===== src/rtl/anton_neopixel_stream_sequencer_pkg.sv =====
// rtl/anton_neopixel_stream_sequencer_pkg.sv - shared encodings and timing defaults for the neopixel sequencer
//
// Purpose: sequencer state encodings, default WS2812 timing constants and
// a small helper used to size the shared phase counter.

package anton_neopixel_stream_sequencer_pkg;

  localparam int BUFFER_END_DEFAULT   = 255;
  localparam int T0H_DEFAULT          = 7;
  localparam int T1H_DEFAULT          = 14;
  localparam int TBIT_DEFAULT         = 25;
  localparam int RESET_CYCLES_DEFAULT = 1000;
  localparam int INIT_CYCLES_DEFAULT  = 256;

  typedef enum logic [2:0] {
    ST_IDLE  = 3'd0,
    ST_LOAD  = 3'd1,
    ST_BIT   = 3'd2,
    ST_LATCH = 3'd3,
    ST_INIT  = 3'd4
  } seq_state_e;

  function automatic int max3(input int a, input int b, input int c);
    int m;
    m = (a > b) ? a : b;
    return (m > c) ? m : c;
  endfunction

endpackage


===== src/rtl/anton_neopixel_bit_encoder.sv =====
// rtl/anton_neopixel_bit_encoder.sv - one WS2812 bit waveform generator
//
// Purpose: turns one data bit plus a start strobe into the TBIT-cycle
// high/low pattern. The cycle in which start is high is waveform cycle 0,
// so a new start in the cycle after done gives back-to-back bits.
// Ports:
//   clk, resetn  clock, asynchronous active-low reset
//   start        begin a bit this cycle (bit_in sampled now)
//   bit_in       bit value to encode
//   abort        drop any bit in flight
//   level        combinational line level for the current cycle
//   done         high in the last cycle of the bit

module anton_neopixel_bit_encoder #(
  parameter int T0H  = 7,
  parameter int T1H  = 14,
  parameter int TBIT = 25
) (
  input  logic clk,
  input  logic resetn,
  input  logic start,
  input  logic bit_in,
  input  logic abort,
  output logic level,
  output logic done
);

  localparam int CW = $clog2(TBIT);
  localparam logic [CW-1:0] LAST = CW'(TBIT - 1);

  logic          busy_q, busy_d;
  logic          bit_q, bit_d;
  logic [CW-1:0] cnt_q, cnt_d;

  logic          act;
  logic          eff_bit;
  logic [CW-1:0] eff_cnt;

  always_ff @(posedge clk or negedge resetn) begin
    if (!resetn) begin
      busy_q <= 1'b0;
      bit_q  <= 1'b0;
      cnt_q  <= '0;
    end else begin
      busy_q <= busy_d;
      bit_q  <= bit_d;
      cnt_q  <= cnt_d;
    end
  end

  always_comb begin
    // On the start cycle the registered copy is not loaded yet, so use the inputs.
    act     = start | busy_q;
    eff_cnt = start ? '0 : cnt_q;
    eff_bit = start ? bit_in : bit_q;
    level   = act && (eff_bit ? (eff_cnt < CW'(T1H)) : (eff_cnt < CW'(T0H)));
    done    = act && (eff_cnt == LAST);

    busy_d = busy_q;
    bit_d  = bit_q;
    cnt_d  = cnt_q;
    if (abort) begin
      busy_d = 1'b0;
      cnt_d  = '0;
    end else if (start) begin
      busy_d = 1'b1;
      bit_d  = bit_in;
      cnt_d  = CW'(1);
    end else if (busy_q) begin
      if (cnt_q == LAST) begin
        busy_d = 1'b0;
        cnt_d  = '0;
      end else begin
        cnt_d = cnt_q + CW'(1);
      end
    end
  end

endmodule


===== src/rtl/anton_neopixel_stream_sequencer.sv =====
// rtl/anton_neopixel_stream_sequencer.sv - frame buffer reader and WS2812 serialiser
//
// Purpose: walks the pixel buffer from index 0 to the frame end, prefetching
// each next byte while the current one shifts out, then holds the line low
// for the latch time. A slow-init request overrides everything.
// Ports:
//   clk, resetn       clock, asynchronous active-low reset
//   pixelIxComb       combinational buffer read address (registered in the RAM)
//   pixelByte         buffer data, one clock after the address
//   regMax            frame end when regCtrlLimit=1 (clamped to BUFFER_END)
//   regCtrlLimit      use regMax as frame end
//   regCtrlRun        start a frame from IDLE
//   regCtrl32bit      4-byte slots, byte index[1:0]==3 skipped
//   initSlow          slow-init request level
//   initSlowDone      pulse in the last INIT cycle
//   streamSyncOf      pulse in the last LATCH cycle
//   state             1 while in LOAD, BIT or LATCH
//   neoData           registered serial data line

module anton_neopixel_stream_sequencer
  import anton_neopixel_stream_sequencer_pkg::*;
#(
  parameter int BUFFER_END   = BUFFER_END_DEFAULT,
  parameter int T0H          = T0H_DEFAULT,
  parameter int T1H          = T1H_DEFAULT,
  parameter int TBIT         = TBIT_DEFAULT,
  parameter int RESET_CYCLES = RESET_CYCLES_DEFAULT,
  parameter int INIT_CYCLES  = INIT_CYCLES_DEFAULT,
  localparam int BUFFER_BITS = $clog2(BUFFER_END + 1)
) (
  input  logic                   clk,
  input  logic                   resetn,
  output logic [BUFFER_BITS-1:0] pixelIxComb,
  input  logic [7:0]             pixelByte,
  input  logic [12:0]            regMax,
  input  logic                   regCtrlLimit,
  input  logic                   regCtrlRun,
  input  logic                   regCtrl32bit,
  input  logic                   initSlow,
  output logic                   initSlowDone,
  output logic                   streamSyncOf,
  output logic                   state,
  output logic                   neoData
);

  localparam int BB = BUFFER_BITS;
  localparam int CW = $clog2(max3(TBIT, RESET_CYCLES, INIT_CYCLES));
  localparam logic [CW-1:0] RLAST = CW'(RESET_CYCLES - 1);
  localparam logic [CW-1:0] ILAST = CW'(INIT_CYCLES - 1);

  seq_state_e    fsm_q, fsm_d;
  logic [BB-1:0] ix_q, ix_d;
  logic [BB-1:0] end_ix_q, end_ix_d;
  logic          w32_q, w32_d;
  logic [2:0]    bit_cnt_q, bit_cnt_d;
  logic [CW-1:0] cyc_q, cyc_d;
  logic [7:0]    shift_q, shift_d;
  logic [7:0]    hold_q, hold_d;
  logic          first_q, first_d;
  logic          bit_start_q, bit_start_d;
  logic          neo_q, neo_d;
  logic          sync_q, sync_d;
  logic          done_q, done_d;
  logic          state_q, state_d;

  logic [BB-1:0] end_ix_sel;
  logic [BB:0]   next_ix;
  logic [BB:0]   nxt1;
  logic          last_byte;
  logic          abort;
  logic [7:0]    cur_byte;
  logic [2:0]    bit_sel;
  logic          enc_start;
  logic          enc_level;
  logic          enc_done;

  anton_neopixel_bit_encoder #(
    .T0H  (T0H),
    .T1H  (T1H),
    .TBIT (TBIT)
  ) u_enc (
    .clk    (clk),
    .resetn (resetn),
    .start  (enc_start),
    .bit_in (cur_byte[bit_sel]),
    .abort  (abort),
    .level  (enc_level),
    .done   (enc_done)
  );

  // State register (and all datapath flops)
  always_ff @(posedge clk or negedge resetn) begin
    if (!resetn) begin
      fsm_q       <= ST_IDLE;
      ix_q        <= '0;
      end_ix_q    <= '0;
      w32_q       <= 1'b0;
      bit_cnt_q   <= '0;
      cyc_q       <= '0;
      shift_q     <= '0;
      hold_q      <= '0;
      first_q     <= 1'b0;
      bit_start_q <= 1'b0;
      neo_q       <= 1'b0;
      sync_q      <= 1'b0;
      done_q      <= 1'b0;
      state_q     <= 1'b0;
    end else begin
      fsm_q       <= fsm_d;
      ix_q        <= ix_d;
      end_ix_q    <= end_ix_d;
      w32_q       <= w32_d;
      bit_cnt_q   <= bit_cnt_d;
      cyc_q       <= cyc_d;
      shift_q     <= shift_d;
      hold_q      <= hold_d;
      first_q     <= first_d;
      bit_start_q <= bit_start_d;
      neo_q       <= neo_d;
      sync_q      <= sync_d;
      done_q      <= done_d;
      state_q     <= state_d;
    end
  end

  // Frame-end selection, index advance and current bit source
  always_comb begin
    if (regCtrlLimit && (int'(regMax) < BUFFER_END)) begin
      end_ix_sel = BB'(regMax);
    end else begin
      end_ix_sel = BB'(BUFFER_END);
    end

    // One bit wider than the index so the step past the last byte never wraps.
    nxt1 = {1'b0, ix_q} + (BB+1)'(1);
    if (w32_q && (nxt1[1:0] == 2'b11)) begin
      next_ix = {1'b0, ix_q} + (BB+1)'(2);
    end else begin
      next_ix = nxt1;
    end
    last_byte = next_ix > {1'b0, end_ix_q};

    abort = initSlow && ((fsm_q == ST_LOAD) || (fsm_q == ST_BIT) || (fsm_q == ST_LATCH));

    // The first byte of a frame is used straight off the RAM port in its first cycle.
    cur_byte  = first_q ? pixelByte : shift_q;
    bit_sel   = 3'd7 - bit_cnt_q;
    enc_start = (fsm_q == ST_BIT) && bit_start_q && !abort;
  end

  // Next-state logic
  always_comb begin
    fsm_d       = fsm_q;
    ix_d        = ix_q;
    end_ix_d    = end_ix_q;
    w32_d       = w32_q;
    bit_cnt_d   = bit_cnt_q;
    cyc_d       = cyc_q;
    shift_d     = shift_q;
    hold_d      = hold_q;
    first_d     = first_q;
    bit_start_d = bit_start_q;

    case (fsm_q)
      ST_IDLE: begin
        if (initSlow) begin
          fsm_d = ST_INIT;
          cyc_d = '0;
        end else if (regCtrlRun) begin
          fsm_d    = ST_LOAD;
          ix_d     = '0;
          end_ix_d = end_ix_sel;
          w32_d    = regCtrl32bit;
        end
      end
      ST_LOAD: begin
        fsm_d       = ST_BIT;
        bit_cnt_d   = '0;
        first_d     = 1'b1;
        bit_start_d = 1'b1;
      end
      ST_BIT: begin
        bit_start_d = 1'b0;
        if (first_q) begin
          shift_d = pixelByte;
          first_d = 1'b0;
        end
        // The prefetch address is presented for all of bit 0; from its second
        // cycle on the RAM returns the next byte.
        if ((bit_cnt_q == 3'd0) && !bit_start_q) begin
          hold_d = pixelByte;
        end
        if (enc_done) begin
          if (bit_cnt_q == 3'd7) begin
            if (last_byte) begin
              fsm_d = ST_LATCH;
              cyc_d = '0;
            end else begin
              ix_d        = next_ix[BB-1:0];
              shift_d     = hold_q;
              bit_cnt_d   = '0;
              bit_start_d = 1'b1;
            end
          end else begin
            bit_cnt_d   = bit_cnt_q + 3'd1;
            bit_start_d = 1'b1;
          end
        end
      end
      ST_LATCH: begin
        if (cyc_q == RLAST) begin
          fsm_d = ST_IDLE;
        end else begin
          cyc_d = cyc_q + CW'(1);
        end
      end
      ST_INIT: begin
        if (cyc_q == ILAST) begin
          fsm_d = ST_IDLE;
        end else begin
          cyc_d = cyc_q + CW'(1);
        end
      end
      default: begin
        fsm_d = ST_IDLE;
      end
    endcase

    if (abort) begin
      fsm_d       = ST_INIT;
      cyc_d       = '0;
      first_d     = 1'b0;
      bit_start_d = 1'b0;
    end
  end

  // Output logic: registered outputs are computed from the next state so the
  // pulses land inside the last LATCH/INIT cycle itself.
  always_comb begin
    neo_d   = (fsm_q == ST_BIT) && !abort && enc_level;
    state_d = (fsm_d == ST_LOAD) || (fsm_d == ST_BIT) || (fsm_d == ST_LATCH);
    sync_d  = (fsm_d == ST_LATCH) && (cyc_d == RLAST);
    done_d  = (fsm_d == ST_INIT) && (cyc_d == ILAST);

    case (fsm_q)
      ST_LOAD: pixelIxComb = ix_q;
      ST_BIT:  pixelIxComb = (bit_cnt_q == 3'd0) ? next_ix[BB-1:0] : ix_q;
      default: pixelIxComb = '0;
    endcase
  end

  assign neoData      = neo_q;
  assign state        = state_q;
  assign streamSyncOf = sync_q;
  assign initSlowDone = done_q;

endmodule


===== config.mk =====
export PLATFORM = sky130hd
export DESIGN_NAME = anton_neopixel_stream_sequencer
export DESIGN_NICKNAME = d
export VERILOG_FILES = /design/src/rtl/anton_neopixel_stream_sequencer_pkg.sv /design/src/rtl/anton_neopixel_bit_encoder.sv /design/src/rtl/anton_neopixel_stream_sequencer.sv
export SDC_FILE = /design/constraint.sdc
export NUM_CORES = 1
export LEC_CHECK = 0
export BUFFER_PORTS_ARGS = -buffer_cell sky130_fd_sc_hd__buf_2
export CAP_MARGIN = 10
export CORE_UTILIZATION = 60
export DETAILED_ROUTE_END_ITERATION = 8
export GPL_TIMING_DRIVEN = 0
export PLACE_DENSITY = 0.81
export SYNTH_ARGS = -nofsm -noshare
export SYNTH_HDL_FRONTEND = slang
export SYNTH_SLANG_ARGS = --single-unit

===== constraint.sdc =====
create_clock -name clk -period 5.1 [get_ports clk]
set_clock_uncertainty 0.05 [all_clocks]
set_input_delay 0.255 -clock clk [delete_from_list [all_inputs] [get_ports clk]]
set_output_delay 0.255 -clock clk [all_outputs]
set_load 0.01 [all_outputs]

# Word-level counts from Yosys, hierarchy flattened
# Index checks and enable logic that the tools add are counted.
dict set report word_totals {
  out_inout_bits 12
  register_bits 62
  inputBits 27
}
dict set report classes {
  n_reduce_logical 28
  n_lt_le_gt_ge 5
  n_eq_ne 22
  bitwise 2
  mux 55
  add_sub_neg 6
}
# op n
set ops {}
lappend ops {{$mux 8} 11}
lappend ops {{$mux 10} 7}
lappend ops {{$pmux 10 s4} 1}
lappend ops {{$mux 3} 11}
lappend ops {{$pmux 8 s2} 2}
lappend ops {{$mux 5} 5}
lappend ops {{$eq 10x10->1 const B} 2}
lappend ops {{$eq 10x8->1 const B} 2}
lappend ops {{$pmux 3 s5} 1}
lappend ops {{$lt 13x8->1 const B} 1}
lappend ops {{$eq 3x2->1 const B} 4}
lappend ops {{$logic_and 1x1->1} 12}
lappend ops {{$mux 1} 12}
lappend ops {{$add 10x1->10 const B} 1}
lappend ops {{$eq 5x5->1 const B} 2}
lappend ops {{$add 8x1->9 const B} 1}
lappend ops {{$add 8x2->9 const B} 1}
lappend ops {{$eq 3x3->1 const B} 3}
lappend ops {{$gt 9x8->1} 1}
lappend ops {{$mux 9} 1}
lappend ops {{$ne 2x2->1 const B} 4}
lappend ops {{$eq 3x1->1 const B} 2}
lappend ops {{$logic_not 3->1} 2}
lappend ops {{$pmux 3 s2} 1}
lappend ops {{20 further kinds} 28}

# Logic depth before layout (Yosys ltp)
dict set report logic_depth {
  word_depth 15
  mapped_depth 17
}

# Hierarchy
# Synthesis repeated with hierarchy kept, for this count alone.
dict set report hier_totals {
  hier_cells 421
  area_unflattened_um2 3895.0
}
# module area_each_um2 cells_per_inst n_inst
set modules_own_cells {}
lappend modules_own_cells {anton_neopixel_stream_sequencer 3455.8 373 1}
lappend modules_own_cells {anton_neopixel_bit_encoder 439.2 48 1}

# Worst setup path after synthesis
# OpenSTA, ideal clock, no wires.
dict set report synth_timing {
  path_kind {register -> register}
  from {reg ix_q[0]}
  to {reg sync_q, in the netlist streamSyncOf}
  path_buffers 0
  slack_ns 1.309
  stages_incl_launch_ff 17
  arrival_ns 3.646
  cell_sequence {dfrtp_1 > inv_1 > ha_1 > and2_1 > o21ai_0 > nor2_1 > and3_1 > xnor2_1 > inv_1 > ha_1 > and3_1 > and3_1 > a211o_2 > a31oi_2 > a31oi_1 > or4_1 > nor4_2}
}
dict set report synth_via {
  elab_chain_cells 12
  elab_cells_between_ends 19
  classes_between {add/sub (2); order compare (1); eq/ne (3); mux (11); reduce/logical (2)}
}
# item line_no
set synth_rtl {}
lappend synth_rtl {{start: declaration} anton_neopixel_stream_sequencer.sv:52} ;# logic [BB-1:0] ix_q, ix_d;
lappend synth_rtl {{start signal: assignment} anton_neopixel_stream_sequencer.sv:110} ;# ix_q <= ix_d;
lappend synth_rtl {{$add 8x1->9} anton_neopixel_stream_sequencer.sv:135} ;# nxt1 = {1'b0, ix_q} + (BB+1)'(1);
lappend synth_rtl {{$eq 2x2->1} anton_neopixel_stream_sequencer.sv:136} ;# if (w32_q && (nxt1[1:0] == 2'b11)) begin
lappend synth_rtl {{$logic_and 1x1->1} anton_neopixel_stream_sequencer.sv:136}
lappend synth_rtl {{$mux 9 (*)} anton_neopixel_stream_sequencer.sv:136}
lappend synth_rtl {{$gt 9x8->1 (*)} anton_neopixel_stream_sequencer.sv:141} ;# last_byte = next_ix > {1'b0, end_ix_q};
lappend synth_rtl {{$mux 10 / $mux 3 (equally long branches)} anton_neopixel_stream_sequencer.sv:195} ;# if (last_byte) begin
lappend synth_rtl {{$mux 10 / $mux 3 (equally long branches)} anton_neopixel_stream_sequencer.sv:194} ;# if (bit_cnt_q == 3'd7) begin
lappend synth_rtl {{$mux 10 / $mux 3 (equally long branches)} anton_neopixel_stream_sequencer.sv:193} ;# if (enc_done) begin
lappend synth_rtl {{$pmux 10 s4 / $pmux 3 s5 (equally long branches)} anton_neopixel_stream_sequencer.sv:164} ;# case (fsm_q)
lappend synth_rtl {{$mux 10 / $mux 3 (equally long branches)} anton_neopixel_stream_sequencer.sv:229} ;# if (abort) begin
lappend synth_rtl {{$eq 10x10->1 / $eq 3x2->1 (equally long branches)} anton_neopixel_stream_sequencer.sv:242} ;# sync_d = (fsm_d == ST_LATCH) && (cyc_d == RLAST);
lappend synth_rtl {{$logic_and 1x1->1 (*)} anton_neopixel_stream_sequencer.sv:242}
lappend synth_rtl {{via sync_d} anton_neopixel_stream_sequencer.sv:62} ;# logic sync_q, sync_d;
lappend synth_rtl {{end signal: assignment} anton_neopixel_stream_sequencer.sv:120} ;# sync_q <= sync_d;
lappend synth_rtl {{end: declaration} anton_neopixel_stream_sequencer.sv:62}
# The timed path passes the listed nets; every way through them passes the cells marked *.
# A chain may end at the register's enable or synchronous reset.

# Final worst setup path
# Ends and elaborated chain as after synthesis.

==> metrics.cfg <==
[cts]
clk_pin_slew_worst_paths_ns = 0.08
clk_latency_ns = 0.36
post_cts_buffers = 0
cts_resized = 0
ctsHtreeMaxLevel = 3
clockBufferDepth = 2
numCtsBuffers = 9
clkSinkCount = 62
root_buffer = clkbuf_8
cts.hold.buffers_added = 1
cts_tree = yes

[timing]
period_share = 0.9106
slew_viol_final = 0
rsz0062_at_grt = false
whs_ns = 0.03451
worst_slew_pin_slew_ns = 0.7260
min_period_ns = 4.644
fin_ws_ns = 0.4558
setup_viol = 0
hold_viol_final = 0
slew_headroom = 0.5142
fmax_mhz = 215.3
setup-tns-final_ns = 0

[detailed_routing]
wl_mm = 9.633
postRouteAntennaNets = 0
drc = 0
vias = 3655
routedWlPerCell_um = 17.05
drt_iter0_drc = 315
drtPass1Iterations = 5
vias_per_cell = 6.469

[synth]
synth_seq_cells = 62
synth-simple-area-share = 0.2257
synth_cells = 432
syn-mean-instance-area_sq_um = 9.161
synthXorXnorAreaFrac = 0.01549
synth_fa_ha_area_frac = 0.05375
synth_mux_area_frac = 0.06450
synth_top_family_by_area = simple AND/OR/NAND/NOR gates
yosys_warnings = 0
ys.flop_type = dfrtp_1
syn_nets = 476
synthTopCellsByCount = 62 x dfrtp_1, 50 x nor2_1, 37 x nand2_1, 28 x a21oi_1, 28 x inv_1
synth_compound_area_frac = 0.2027
synth-edff-count = 0
synth_cell_type_count = 76
synthTopCellsByArea = dfrtp_1 39%, ha_1 5.4%, nor2_1 4.7%, a21oi_1 3.5%, nand2_1 3.5%
synth_most_common_cell = dfrtp_1
yosysSeqAreaShare = 0.3920
netlist_area_sq_mm = 0.003958
synth_top_area_frac = 0.3920
synth_top_cell_by_area = dfrtp_1
ys_async_sr_fraction = 1.000

[setup_path]
r2r_setup_slack_ns = 0.46
startpoint_type = register
crit_path_end_kind = register
cp_max_fo = 5
cp.required_ns = 5.30
slowest_stage = or4_1
crit_family = simple AND/OR/NAND/NOR gates
critPathBufInv = 2
slowest_delay_ns = 0.48
cpMostUsedCell = and3_1
worstPathArrival_ns = 4.85
path_cells = inv_1, ha_1, and2_1, o21ai_0, nor2_1, and3_1, xnor2_1, inv_1, ha_1, and3_1, and3_1, a211o_2, a31oi_2, a31oi_1, or4_1, nor4_2
path_class = register to register

[floorplan]
fp.dieW_um = 83.22
initial_core_util = 0.6233
fp.coreArea_sq_mm = 0.006350
die_y_um = 83.22
num_io_pins = 39
core.rowCount = 29
die_area_sq_mm = 0.006925

[run]
maxCapViolations = 0

[global_route]
grtUsageMet1 = 0.4151
grt_pass1_wl_mm = 16.38
antenna_found_initial = 0
gr-usage-met2 = 0.4471
grt_max_degree = 40
top_usage_layer = met2
grt_pass1_vias = 3489
overflow = 0
track_usage = 0.2972
use_met3 = 0.06859

[final_layout]
area_delta_synth_final_pct = 14.20
antenna_cells = 0
fillCellCount = 502
nets = 527
drive_gt1_frac = 0.2049
final_area_sq_mm = 0.004519

[power_and_ir_drop]
switching_power_uw = 614.6
p_int_mw = 1.151
pwr-share-seq = 0.386
pwr_density_cell_mw_per_mm2 = 390.7
sw_frac_of_total = 0.3481
leakagePower_nw = 2.096
comb_power_share = 0.307
clock_power_share = 0.307
vdd_drop_max_uv = 282.7

[hold_path]
hp-class = input port to register

[status]
status = finished clean

[placement]
placed_area_sq_mm = 0.004264
place_hpwl_mm = 7.007
place_ws_ns = 0.6021
place.gp.congestion = 0.9176
portBuffers = 38

cells in the final DEF (no fill, tap or decap), types with 6 or more instances in the layout:
cell / n
o31ai_1: 11
o22ai_1: 8
nor2_1: 50
nand2_1: 37
buf_2: 42
ha_1: 17
dfrtp_1: 62
clkbuf_8: 9
a21oi_1: 28
clkbuf_1: 8
and2_1: 6
o21ai_0: 23
nand3_1: 16
and3_1: 7
xnor2_1: 6
inv_1: 28
mux2_2: 10
worst reg2reg max path: cells and delay by family, from the launching register on:
family | cells | cell delay, ns
compound gates | 4 | 1.30
xor+xnor | 1 | 0.35
fa+ha+maj | 2 | 0.56
buf+inv | 2 | 0.19
flops | 1 | 0.42
simple gates | 7 | 1.67
worst paths after layout:
kind	start	to	depth (start not counted)
max in group asynchronous	resetn	cyc_q[1]$_DFF_PN0_	3
worst min register to register	hold_q[2]$_DFFE_PN0P_	hold_q[2]$_DFFE_PN0P_	1
worst min-delay path	regCtrl32bit	w32_q$_DFFE_PN0P_	3
worst max-delay path	ix_q[0]$_DFFE_PN0P_	streamSyncOf$_DFF_PN0_	16
min in group asynchronous	resetn	end_ix_q[2]$_DFFE_PN0P_	2
worst max register to register	ix_q[0]$_DFFE_PN0P_	streamSyncOf$_DFF_PN0_	16
stage by stage:
step | instances | util | power [mW]
after floorplan | 432 | - | 1.071
after global placement | 547 | 0.6684 | 1.197
after detailed placement | 548 | 0.6715 | 1.218
after CTS | 565 | 0.7117 | 1.760
after global routing | 565 | 0.7117 | 1.862
final | 565 | 0.7117 | 1.766
metal layers:
layer | wire length, um | vias up
met4 | 223 | 0
li1 | - | 1684
met3 | 700 | 24
met1 | 4371 | 1784
met5 | 0 | -
met2 | 4338 | 163
flip-flops by register name, indices dropped and copies added (netlist names), 3 cells and up:
| name | count |
|---|---|
| u_enc.cnt_q | 5 |
| fsm_q | 3 |
| cyc_q | 10 |
| hold_q | 8 |
| ix_q | 8 |
| end_ix_q | 8 |
| bit_cnt_q | 3 |
| shift_q | 8 |
cell families (layout without fill, tap and decap cells):
family,count (synthesis),in the layout
AO/OA/AOI/OAI,119,119
XOR/XNOR,7,7
adder cells (fa/ha/maj),17,17
buffers and inverters,43,99
flip-flops,62,62
multiplexers,18,18
AND/OR/NAND/NOR,166,166
power by group through the flow:
stage               registers, mW  clock network, mW  logic, mW
detailed placement          0.687                  0      0.531
finish                      0.682              0.541      0.542
global placement            0.681                  0      0.517
floorplan                   0.661                  0      0.410
global route                0.694              0.563      0.605
CTS                         0.678              0.546      0.536
area by class of cell:
class	instances	area, sq um	area share
inverter	28	105.1	0.02326
timing repair buffer	40	220.2	0.04873
sequential	62	1551	0.3433
multi-input combinational	327	2225	0.4922
buffer	15	76.32	0.01689
tap	77	96.34	0.02132
clock inverter	7	121.4	0.02685
clock buffer	9	123.9	0.02741
Note: power is estimated with default switching activity, not from simulation.
